$ cat src/rtl/mem_stage_pkg.sv
// -----------------------------------------------------------------------------
// mem_stage_pkg
// Shared definitions for the MEM pipeline stage: aluop codes of the memory
// instructions, stall/write-enable constants, bus widths and the FSM state
// encoding. Also provides a helper that classifies an aluop as a memory op.
// -----------------------------------------------------------------------------
package mem_stage_pkg;

    localparam int REG_ADDR_W = 5;
    localparam int DATA_W     = 32;
    localparam int ADDR_W     = 32;
    localparam int SEL_W      = 4;
    localparam int ALUOP_W    = 8;

    localparam logic STOP          = 1'b1;
    localparam logic NO_STOP       = 1'b0;
    localparam logic WRITE_ENABLE  = 1'b1;
    localparam logic WRITE_DISABLE = 1'b0;

    localparam logic [DATA_W-1:0] ZERO_WORD = 32'h0000_0000;

    localparam logic [ALUOP_W-1:0] EXE_LB_OP  = 8'b1110_0000;
    localparam logic [ALUOP_W-1:0] EXE_LH_OP  = 8'b1110_0001;
    localparam logic [ALUOP_W-1:0] EXE_LW_OP  = 8'b1110_0011;
    localparam logic [ALUOP_W-1:0] EXE_LBU_OP = 8'b1110_0100;
    localparam logic [ALUOP_W-1:0] EXE_LHU_OP = 8'b1110_0101;
    localparam logic [ALUOP_W-1:0] EXE_SB_OP  = 8'b1110_1000;
    localparam logic [ALUOP_W-1:0] EXE_SH_OP  = 8'b1110_1001;
    localparam logic [ALUOP_W-1:0] EXE_SW_OP  = 8'b1110_1011;

    typedef enum logic [1:0] {
        ST_IDLE = 2'd0,
        ST_BUSY = 2'd1,
        ST_DONE = 2'd2
    } mem_state_e;

    // True for every aluop that needs a data-bus transaction.
    function automatic logic is_mem_op(input logic [ALUOP_W-1:0] op);
        case (op)
            EXE_LB_OP, EXE_LBU_OP, EXE_LH_OP, EXE_LHU_OP, EXE_LW_OP,
            EXE_SB_OP, EXE_SH_OP, EXE_SW_OP: is_mem_op = 1'b1;
            default:                         is_mem_op = 1'b0;
        endcase
    endfunction

endpackage

$ cat src/rtl/mem_stage_lane.sv
// -----------------------------------------------------------------------------
// mem_lane
// Combinational byte-lane logic for the MEM stage (big-endian lane order).
//   aluop_i    : operation code
//   addr_lo_i  : low two address bits
//   store_i    : store data (reg2)
//   rdata_i    : captured bus read data
//   sel_o      : byte selects for the bus
//   wdata_o    : store data replicated onto the selected lanes
//   load_o     : sign/zero extended load result
//   is_load_o / is_store_o : operation class
// Halfword accesses use addr[1] only and word accesses ignore addr[1:0].
// -----------------------------------------------------------------------------
import mem_stage_pkg::*;

module mem_lane (
    input  logic [7:0]  aluop_i,
    input  logic [1:0]  addr_lo_i,
    input  logic [31:0] store_i,
    input  logic [31:0] rdata_i,
    output logic [3:0]  sel_o,
    output logic [31:0] wdata_o,
    output logic [31:0] load_o,
    output logic        is_load_o,
    output logic        is_store_o
);

    logic [3:0]  w_byte_sel;
    logic [3:0]  w_half_sel;
    logic [7:0]  w_byte;
    logic [15:0] w_half;

    // Pick the addressed byte lane; lane 0 is the most significant byte.
    always_comb begin
        case (addr_lo_i)
            2'b00:   begin w_byte_sel = 4'b1000; w_byte = rdata_i[31:24]; end
            2'b01:   begin w_byte_sel = 4'b0100; w_byte = rdata_i[23:16]; end
            2'b10:   begin w_byte_sel = 4'b0010; w_byte = rdata_i[15:8];  end
            2'b11:   begin w_byte_sel = 4'b0001; w_byte = rdata_i[7:0];   end
            default: begin w_byte_sel = 4'b0000; w_byte = 8'h00;          end
        endcase
    end

    // Halfword lane chosen by addr[1] alone.
    always_comb begin
        if (addr_lo_i[1]) begin
            w_half_sel = 4'b0011;
            w_half     = rdata_i[15:0];
        end else begin
            w_half_sel = 4'b1100;
            w_half     = rdata_i[31:16];
        end
    end

    // Per-opcode selects, store replication and load extension.
    always_comb begin
        sel_o      = 4'b0000;
        wdata_o    = store_i;
        load_o     = ZERO_WORD;
        is_load_o  = 1'b0;
        is_store_o = 1'b0;
        case (aluop_i)
            EXE_LB_OP:  begin is_load_o = 1'b1; sel_o = w_byte_sel; load_o = {{24{w_byte[7]}}, w_byte}; end
            EXE_LBU_OP: begin is_load_o = 1'b1; sel_o = w_byte_sel; load_o = {24'h000000, w_byte}; end
            EXE_LH_OP:  begin is_load_o = 1'b1; sel_o = w_half_sel; load_o = {{16{w_half[15]}}, w_half}; end
            EXE_LHU_OP: begin is_load_o = 1'b1; sel_o = w_half_sel; load_o = {16'h0000, w_half}; end
            EXE_LW_OP:  begin is_load_o = 1'b1; sel_o = 4'b1111;    load_o = rdata_i; end
            EXE_SB_OP:  begin is_store_o = 1'b1; sel_o = w_byte_sel; wdata_o = {4{store_i[7:0]}}; end
            EXE_SH_OP:  begin is_store_o = 1'b1; sel_o = w_half_sel; wdata_o = {2{store_i[15:0]}}; end
            EXE_SW_OP:  begin is_store_o = 1'b1; sel_o = 4'b1111;    wdata_o = store_i; end
            default:    begin sel_o = 4'b0000; end
        endcase
    end

endmodule

$ cat src/rtl/mem_stage.sv
// -----------------------------------------------------------------------------
// mem_stage
// MEM pipeline stage with a registered data-bus master. Non-memory ops pass
// straight through to the MEM/WB outputs; memory ops run IDLE -> BUSY -> DONE,
// stalling the pipeline until the bus acknowledges.
//   clk, rst (sync, active-high)
//   wd_i/wreg_i/wdata_i, hi_i/lo_i/whilo_i, aluop_i/mem_addr_i/reg2_i : EX/MEM
//   stall_i[4]           : MEM/WB hold (other bits unused here)
//   dbus_ack_i/dbus_rdata_i : bus response
//   dbus_req_o/we_o/addr_o/sel_o/wdata_o : registered bus request
//   wd_o/wreg_o/wdata_o/hi_o/lo_o/whilo_o : to MEM/WB
//   stallreq_o           : stall request to control
// Optional macro MEM_ALIGN_CHECK_EN adds misalign_o and suppresses misaligned
// halfword/word accesses.
// -----------------------------------------------------------------------------
import mem_stage_pkg::*;

module mem_stage (
    input  logic        clk,
    input  logic        rst,
    input  logic [4:0]  wd_i,
    input  logic        wreg_i,
    input  logic [31:0] wdata_i,
    input  logic [31:0] hi_i,
    input  logic [31:0] lo_i,
    input  logic        whilo_i,
    input  logic [7:0]  aluop_i,
    input  logic [31:0] mem_addr_i,
    input  logic [31:0] reg2_i,
    input  logic [5:0]  stall_i,
    input  logic        dbus_ack_i,
    input  logic [31:0] dbus_rdata_i,
    output logic        dbus_req_o,
    output logic        dbus_we_o,
    output logic [31:0] dbus_addr_o,
    output logic [3:0]  dbus_sel_o,
    output logic [31:0] dbus_wdata_o,
    output logic [4:0]  wd_o,
    output logic        wreg_o,
    output logic [31:0] wdata_o,
    output logic [31:0] hi_o,
    output logic [31:0] lo_o,
    output logic        whilo_o,
    output logic        stallreq_o
`ifdef MEM_ALIGN_CHECK_EN
    ,
    output logic        misalign_o
`endif
);

    mem_state_e  r_state;
    logic [31:0] r_rdata_q;
    logic        w_is_mem;
    logic        w_is_load;
    logic        w_is_store;
    logic        w_misalign;
    logic        w_start;
    logic [3:0]  w_sel;
    logic [31:0] w_st_data;
    logic [31:0] w_ld_data;
    logic        w_unused_stall;

    assign w_unused_stall = ^{stall_i[5], stall_i[3:0]};
    assign w_is_mem       = is_mem_op(aluop_i);

`ifdef MEM_ALIGN_CHECK_EN
    // Halfword needs addr[0]=0, word needs addr[1:0]=00.
    always_comb begin
        case (aluop_i)
            EXE_LH_OP, EXE_LHU_OP, EXE_SH_OP: w_misalign = mem_addr_i[0];
            EXE_LW_OP, EXE_SW_OP:             w_misalign = (mem_addr_i[1:0] != 2'b00);
            default:                          w_misalign = 1'b0;
        endcase
    end
    assign misalign_o = w_misalign;
`else
    assign w_misalign = 1'b0;
`endif

    assign w_start = (r_state == ST_IDLE) && w_is_mem && !w_misalign;

    mem_lane u_lane (
        .aluop_i    (aluop_i),
        .addr_lo_i  (mem_addr_i[1:0]),
        .store_i    (reg2_i),
        .rdata_i    (r_rdata_q),
        .sel_o      (w_sel),
        .wdata_o    (w_st_data),
        .load_o     (w_ld_data),
        .is_load_o  (w_is_load),
        .is_store_o (w_is_store)
    );

    // Bus FSM: issue request, hold it until ack, park in DONE while MEM/WB holds.
    always_ff @(posedge clk) begin
        if (rst) begin
            r_state      <= ST_IDLE;
            dbus_req_o   <= 1'b0;
            dbus_we_o    <= WRITE_DISABLE;
            dbus_addr_o  <= ZERO_WORD;
            dbus_sel_o   <= 4'b0000;
            dbus_wdata_o <= ZERO_WORD;
            r_rdata_q    <= ZERO_WORD;
        end else begin
            case (r_state)
                ST_IDLE: begin
                    if (w_start) begin
                        r_state      <= ST_BUSY;
                        dbus_req_o   <= 1'b1;
                        dbus_we_o    <= w_is_store;
                        dbus_addr_o  <= {mem_addr_i[31:2], 2'b00};
                        dbus_sel_o   <= w_sel;
                        dbus_wdata_o <= w_st_data;
                    end
                end
                ST_BUSY: begin
                    if (dbus_ack_i) begin
                        r_rdata_q  <= dbus_rdata_i;
                        dbus_req_o <= 1'b0;
                        r_state    <= ST_DONE;
                    end
                end
                ST_DONE: begin
                    if (!stall_i[4]) begin
                        r_state <= ST_IDLE;
                    end
                end
                default: r_state <= ST_IDLE;
            endcase
        end
    end

    // MEM/WB results: pass-through, or load/store result for memory ops.
    always_comb begin
        wd_o       = wd_i;
        wreg_o     = wreg_i;
        wdata_o    = wdata_i;
        hi_o       = hi_i;
        lo_o       = lo_i;
        whilo_o    = whilo_i;
        stallreq_o = NO_STOP;
        if (rst) begin
            wd_o    = 5'd0;
            wreg_o  = WRITE_DISABLE;
            wdata_o = ZERO_WORD;
            hi_o    = ZERO_WORD;
            lo_o    = ZERO_WORD;
            whilo_o = WRITE_DISABLE;
        end else if (w_misalign) begin
            wreg_o = WRITE_DISABLE;
        end else if (w_is_mem) begin
            wreg_o     = w_is_load ? wreg_i : WRITE_DISABLE;
            wdata_o    = w_is_load ? w_ld_data : wdata_i;
            stallreq_o = (r_state != ST_DONE) ? STOP : NO_STOP;
        end else begin
            // A BUSY transaction always holds the pipeline, whatever EX/MEM shows.
            stallreq_o = (r_state == ST_BUSY) ? STOP : NO_STOP;
        end
    end

endmodule

$ cat config.mk
export PLATFORM = sky130hd
export DESIGN_NAME = mem_stage
export DESIGN_NICKNAME = d
export VERILOG_FILES = /design/src/rtl/mem_stage_pkg.sv /design/src/rtl/mem_stage_lane.sv /design/src/rtl/mem_stage.sv
export SDC_FILE = /design/constraint.sdc
export NUM_CORES = 1
export LEC_CHECK = 0
export ABC_CLOCK_PERIOD_IN_PS = 3800
export CAP_MARGIN = 20
export CELL_PAD_IN_SITES_DETAIL_PLACEMENT = 0
export CELL_PAD_IN_SITES_GLOBAL_PLACEMENT = 1
export CORE_AREA = 2 2 151 153
export DETAILED_ROUTE_END_ITERATION = 10
export DIE_AREA = 0 0 153 155
export PLACE_DENSITY = 0.95
export REMOVE_ABC_BUFFERS = 1
export SYNTH_ARGS = -nofsm -noshare
export SYNTH_HDL_FRONTEND = slang
export SYNTH_SLANG_ARGS = --single-unit
$ cat constraint.sdc
create_clock -name clk -period 3.8 [get_ports clk]
set_input_delay 0.38 -clock clk [delete_from_list [all_inputs] [get_ports clk]]
set_output_delay 0.38 -clock clk [all_outputs]
set_load 0.05 [all_outputs]
==> results of run 1 <==
worst min-delay path by stage:
stage / start / end
6_report: dbus_wdata_o[7]$_SDFFE_PP0P_ / dbus_wdata_o[7]$_SDFFE_PP0P_
5_1_grt: dbus_addr_o[5]$_SDFFE_PP0P_ / dbus_addr_o[5]$_SDFFE_PP0P_
4_1_cts: dbus_addr_o[21]$_SDFFE_PP0P_ / dbus_addr_o[21]$_SDFFE_PP0P_
3_5_place_dp: dbus_addr_o[21]$_SDFFE_PP0P_ / dbus_addr_o[21]$_SDFFE_PP0P_
3_3_place_gp: dbus_wdata_o[7]$_SDFFE_PP0P_ / dbus_wdata_o[7]$_SDFFE_PP0P_
2_1_floorplan: r_rdata_q[10]$_SDFFE_PP0P_ / r_rdata_q[10]$_SDFFE_PP0P_
flip-flops by register name, indices dropped and copies added, names as in the netlist:
| name | flops |
|---|---|
| dbus_sel_o | 4 |
| dbus_we_o | 1 |
| r_state | 2 |
| dbus_addr_o | 30 |
| r_rdata_q | 32 |
| dbus_req_o | 1 |
| dbus_wdata_o | 32 |
kinds of logic (layout without fill, tap and decap cells):
| group | after synthesis | count (layout) | share of synthesized area (%) |
|---|---|---|---|
| buffers and inverters | 68 | 419 | 5.433 |
| AND/OR/NAND/NOR | 334 | 334 | 29.07 |
| AO/OA/AOI/OAI | 166 | 166 | 19.88 |
| multiplexers | 41 | 41 | 7.955 |
| flip-flops | 102 | 102 | 37.41 |
| other | 1 | 2 | 0.06871 |
| adder cells (fa/ha/maj) | 1 | 1 | 0.1834 |
layer usage:
| metal | GRT usage (%) | share of wire [%] | vias to the layer above |
|---|---|---|---|
| met4 | 4.674 | 1.3 | 2 |
| met2 | 33.53 | 50 | 305 |
| met3 | 6.072 | 8.6 | 18 |
| met1 | 23.00 | 40 | 2904 |
| li1 | - | - | 3131 |
| met5 | 0 | 0.054 | - |
power groups by stage:
stage	logic [mW]	registers [mW]	clock network (mW)
floorplan	0.331	1.15	0
global placement	0.845	1.11	0
detailed placement	0.848	1.11	0
CTS	0.852	1.09	0.922
global route	0.885	1.09	0.969
finish	0.845	1.09	0.885
placed cells by master (no fill, tap or decap), types with 2 or more instances in the layout:
cell               n
dfxtp_1          102
nand3b_1           9
clkinv_4           2
mux2_2             9
o21ai_0           10
inv_1              4
a22oi_1            9
buf_12            19
a311oi_1          11
nor3_1             8
conb_1             2
nor2b_1           73
a2bb2oi_1          7
nand2_1          161
nand2b_1           6
nand3_1            2
a21oi_1           72
nor2_2             2
a211oi_1          41
buf_4             31
and3_1             2
a221oi_1           8
clkdlybuf4s50_1  348
o211ai_1           2
nor2_1            58
clkbuf_16          9
clkinvlp_4         2
mux2i_1           31
or2_2              2
critical path, stage by stage:
cell and delay [ps]:
clkdlybuf4s50_1 630, or2_2 420, nor2_2 410, a2bb2oi_1 130, a311oi_1 560, buf_12 210
layout make-up:
| type | instances | area, µm² | area share, % |
|---|---|---|---|
| repair buffers | 399 | 4108 | 41.32 |
| well taps | 285 | 356.6 | 3.587 |
| clock buffers | 10 | 229.0 | 2.303 |
| inverters | 4 | 15.01 | 0.1510 |
| flip-flops and latches | 102 | 2042 | 20.54 |
| multi-input cells | 544 | 3144 | 31.63 |
| clock inverters | 6 | 46.29 | 0.4657 |
==> results_dict.tcl, run 1 <==
set metrics [dict create \
    outcome "completed" \
    yosys_warnings 0 \
    ys_types 47 \
    fp.dieH_um 155 \
    drtPass1Iterations 7 \
    clock_latency_ps 340 \
    final_hold_viol_count 0 \
    hold_slack_ps 454.3 \
    synth_top_area_cell "dfxtp_1" \
    yosysMostFrequentCell "nand2_1" \
    sw_frac_of_total_pct 31.89 \
    final_max_slew_viol_count 0 \
    grt_start_max_net_pins 130 \
    crit_type "in2out" \
    cts.root.buffer_cell "clkbuf_16" \
    post_drt_wl_per_cell_um 17.71 \
    route.vias.total 6360 \
    antenna_cells 0 \
    rr_worst_depth 5 \
    syn-instance-count 713 \
    peakVddDrop_v 0.0001505 \
    finalSetupTns_ps 0 \
    die-width_um 153 \
    numClockSinks 102 \
    rr_startpoint "r_state[1]$_SDFFE_PP0P_" \
    grt-ovfl-total 0 \
    layout_worst_path_cycle_share_pct 82.33 \
    finalNetCount 1276 \
    numCtsBuffers 9 \
    drv_cap 0 \
    r2r_end "dbus_wdata_o[21]$_SDFFE_PP0P_" \
    drcViolationCount 0 \
    cts_tree "built" \
    place_ws_ps 633.5 \
    fill_cells 2207 \
    die_area_um2 23720 \
    worst-endpoint-arrival_ps 2750 \
    cellPowerDensity_nw_per_um2 283.6 \
    relSlewSlack_pct 31.44 \
    holdPathStages 2 \
    synth_edf_count 0 \
    post_cts_buffers 0 \
    drtAntennaViolNets 0 \
    setup_viol 0 \
    io_pins 390 \
    synthArstFlopShare_pct 0 \
    utilization_pct 44.72 \
    switchingPower_mw 0.8990 \
    area_delta_synth_final_pct 82.14 \
    grt_pass1_vias 6168 \
    tightestPinTransition_ps 1028 \
    routed_wl_um 23910 \
    critPathCapture "wdata_o[1]" \
    clk_transition_reported_paths_ps 70 \
    fin_cells 1350 \
    avgSynthCellArea_um2 7.655 \
    core_um2 22230 \
    yosys-top-cells-area "dfxtp_1, nand2_1, nor2b_1" \
    placed_cell_area_um2 9666 \
    cts_buffer_depth 2 \
    cts_resized 0 \
    synth-seq-cells 102 \
    cp-start-kind "primary input" \
    final_layout_size_suffix_gt1_share_pct 8.263 \
    cp.required_ps 3420 \
    start_util_pct 24.55 \
    yosysTopAreaCellShare_pct 37.41 \
    combPwrFrac_pct 30.0 \
    rsz0062_at_grt "no" \
    grt_pass1_wl_um 35720 \
    p_seq_share_pct 38.6 \
    cp-startpoint "mem_addr_i[1]" \
    skew_ps 6.142 \
    fmax_mhz 319.6 \
    ys.flop_type "dfxtp_1" \
    synth_commonest_cells "nand2_1, dfxtp_1, nor2b_1" \
    via_per_inst 4.711 \
    synth_area_um2 5458 \
    setup_ws_ps 671.4 \
    htreeDepth 3 \
    synth_seq_area_share_pct 37.41 \
    first_iter_violations 314 \
    clockPowerShare_pct 31.4 \
    io_buffer_count 382 \
    antenna_found_initial 1 \
    hp-class "reg2reg" \
    worstPathMaxFanout 12 \
    leakage_nw 3.512 \
    dp.final_hpwl_um 18320 \
    finalCriticalPeriod_ps 3129 \
    cts_hold_repair.buffers 0 \
    p_total_mw 2.819 \
    reg2reg_slack_ps 1800 \
    row_count 55 \
    end_kind "output port" \
    fin_area_um2 9941 \
    track_usage_pct 19.20 \
    finalWeightedCongestion 0.8223 \
    dpl.cell_count 1334 \
    p_int_mw 1.920 \
]
(Power assumes the default switching activity.)
==> run 2, diff against run 1 <==
--- a/config.mk
+++ b/config.mk
@@ -5,14 +5,13 @@
 export SDC_FILE = /design/constraint.sdc
 export NUM_CORES = 1
 export LEC_CHECK = 0
-export ABC_CLOCK_PERIOD_IN_PS = 3800
+export ABC_CLOCK_PERIOD_IN_PS = 3000
 export CAP_MARGIN = 20
 export CELL_PAD_IN_SITES_DETAIL_PLACEMENT = 0
 export CELL_PAD_IN_SITES_GLOBAL_PLACEMENT = 1
-export CORE_AREA = 2 2 151 153
+export CORE_UTILIZATION = 23
 export DETAILED_ROUTE_END_ITERATION = 10
-export DIE_AREA = 0 0 153 155
-export PLACE_DENSITY = 0.95
+export PLACE_DENSITY = 0.9
 export REMOVE_ABC_BUFFERS = 1
 export SYNTH_ARGS = -nofsm -noshare
 export SYNTH_HDL_FRONTEND = slang
==> constraint.sdc (replaced) <==
create_clock -name clk -period 3 [get_ports clk]
set_input_delay 0.3 -clock clk [delete_from_list [all_inputs] [get_ports clk]]
set_output_delay 0.3 -clock clk [all_outputs]
set_load 0.05 [all_outputs]
==> results_dict.tcl, run 2 (synthesized netlist as in run 1, its figures left out) <==
set metrics [dict create \
    grt-ovfl-total 0 \
    cellPowerDensity_nw_per_um2 359.7 \
    rr_worst_depth 5 \
    layout_common_cells "clkdlybuf4s50_1, nand2_1, dfxtp_1" \
    finalCriticalPeriod_ps 2867 \
    final_layout_size_suffix_gt1_share_pct 9.982 \
    fmax_mhz 348.8 \
    clock_latency_ps 340 \
    reg_top3 "dbus_wdata_o: 32 flops, r_rdata_q: 32 flops, dbus_addr_o: 30 flops" \
    finalNetCount 1293 \
    drcViolationCount 0 \
    p_seq_share_pct 37.7 \
    leakage_nw 3.626 \
    slowest_delay_ps 610 \
    route.vias.total 6381 \
    fill_cells 2350 \
    cts_resized 0 \
    clk_transition_reported_paths_ps 70 \
    track_usage_pct 17.24 \
    start_util_pct 23.32 \
    finalSetupTns_ps 0 \
    final_common_cell "clkdlybuf4s50_1" \
    post_drt_wl_per_cell_um 15.64 \
    io_pins 390 \
    setup_viol 0 \
    cts_buffer_depth 2 \
    slowest_stage "clkdlybuf4s50_1" \
    die_area_um2 24350 \
    routed_wl_um 21910 \
    final_max_slew_viol_count 0 \
    cp_common_cell "buf_4" \
    dpl.cell_count 1385 \
    post_cts_buffers 0 \
    tightestPinTransition_ps 741.6 \
    numClockSinks 102 \
    finalWeightedCongestion 0.8235 \
    drtPass1Iterations 4 \
    worst-endpoint-arrival_ps 2570 \
    cp-start-kind "primary input" \
    antenna_found_initial 0 \
    cts_tree "built" \
    dp.final_hpwl_um 16510 \
    min-delay-start "rst" \
    via_per_inst 4.555 \
    rr_startpoint "r_state[1]$_SDFFE_PP0P_" \
    rsz0062_at_grt "no" \
    crit_type "in2out" \
    hold_slack_ps 385.1 \
    area_delta_synth_final_pct 86.47 \
    outcome "completed" \
    cts_hold_repair.buffers 0 \
    layout_worst_path_cycle_share_pct 95.56 \
    placed_cell_area_um2 9871 \
    end_kind "output port" \
    hp-class "in2reg" \
    drtAntennaViolNets 0 \
    worstPathMaxFanout 7 \
    fp.dieH_um 156.0 \
    grt_pass1_wl_um 32910 \
    p_total_mw 3.661 \
    min_to "dbus_addr_o[10]$_SDFFE_PP0P_" \
    holdPathStages 2 \
    row_count 56 \
    antenna_cells 0 \
    relSlewSlack_pct 50.56 \
    grt_pass1_vias 5956 \
    htreeDepth 3 \
    switchingPower_mw 1.128 \
    final_hold_viol_count 0 \
    worstPathCellList "clkdlybuf4s50_1, mux4_2, nor3b_4, buf_4, a221oi_1, a211oi_1, buf_4, buf_12" \
    fin_cells 1401 \
    reg2reg_slack_ps 1120 \
    first_iter_violations 258 \
    core_um2 23400 \
    cts.root.buffer_cell "clkbuf_16" \
    grt_start_max_net_pins 79 \
    die-width_um 156.0 \
    peakVddDrop_v 0.0001893 \
    io_buffer_count 382 \
    skew_ps 7.152 \
    p_int_mw 2.532 \
    fin_area_um2 10180 \
    combPwrFrac_pct 29.2 \
    sw_frac_of_total_pct 30.83 \
    numCtsBuffers 9 \
    drv_cap 0 \
    cp.required_ps 2700 \
    r2r_end "dbus_addr_o[22]$_SDFFE_PP0P_" \
    clockPowerShare_pct 33.1 \
]
## run 2: layer usage
| layer | part of all wire, % | vias to the layer above | GRT usage, % |
|---|---|---|---|
| met5 | 0 | - | 0 |
| met4 | 1.4 | 0 | 4.435 |
| met3 | 9.0 | 22 | 5.083 |
| met2 | 47 | 266 | 28.51 |
| met1 | 43 | 2916 | 21.73 |
| li1 | - | 3177 | - |
## run 2: power groups by stage
stage / clock [mW] / sequential, mW / combinational (mW)
after floorplan: 0 / 1.46 / 0.420
after global placement: 0 / 1.41 / 1.07
after detailed placement: 0 / 1.41 / 1.07
after CTS: 1.27 / 1.38 / 1.08
after global routing: 1.31 / 1.38 / 1.13
final: 1.21 / 1.38 / 1.07
## run 2: worst max-delay path by stage
| stage | start | end | slack [ps] |
|---|---|---|---|
| 3_5_place_dp | mem_addr_i[0] | wdata_o[12] | 100 |
| 2_1_floorplan | aluop_i[4] | wdata_o[0] | -90 |
| 4_1_cts | mem_addr_i[0] | wdata_o[18] | 100 |
| 6_report | mem_addr_i[0] | wdata_o[9] | 130 |
| 5_1_grt | mem_addr_i[0] | wdata_o[9] | 30 |
| 3_3_place_gp | mem_addr_i[0] | wdata_o[15] | 120 |
## run 2: layout make-up
type / count / area [µm²] / area share [%]
Clock buffer: 10 / 229.0 / 2.250
Clock inverter: 6 / 70.07 / 0.6885
Inverter: 4 / 15.01 / 0.1475
Multi-Input combinational cell: 544 / 3152 / 30.97
Sequential cell: 102 / 2042 / 20.06
Tap cell: 319 / 399.1 / 3.922
Timing Repair Buffer: 416 / 4270 / 41.96
## run 2: stage by stage
step	util, %	setup slack (ps)
after CTS	43.46	95.26
final	43.49	133.3
after global routing	43.49	25.60
after detailed placement	42.18	99.25
after global placement	42.18	116.9
after floorplan	-	-90.73
## run 2: critical path, delay by kind of cell
| family | cells | cell delay [ps] |
|---|---|---|
| buffers and inverters | 4 | 1080 |
| multiplexers | 1 | 550 |
| AND/OR/NAND/NOR | 1 | 170 |
| AO/OA/AOI/OAI | 2 | 470 |
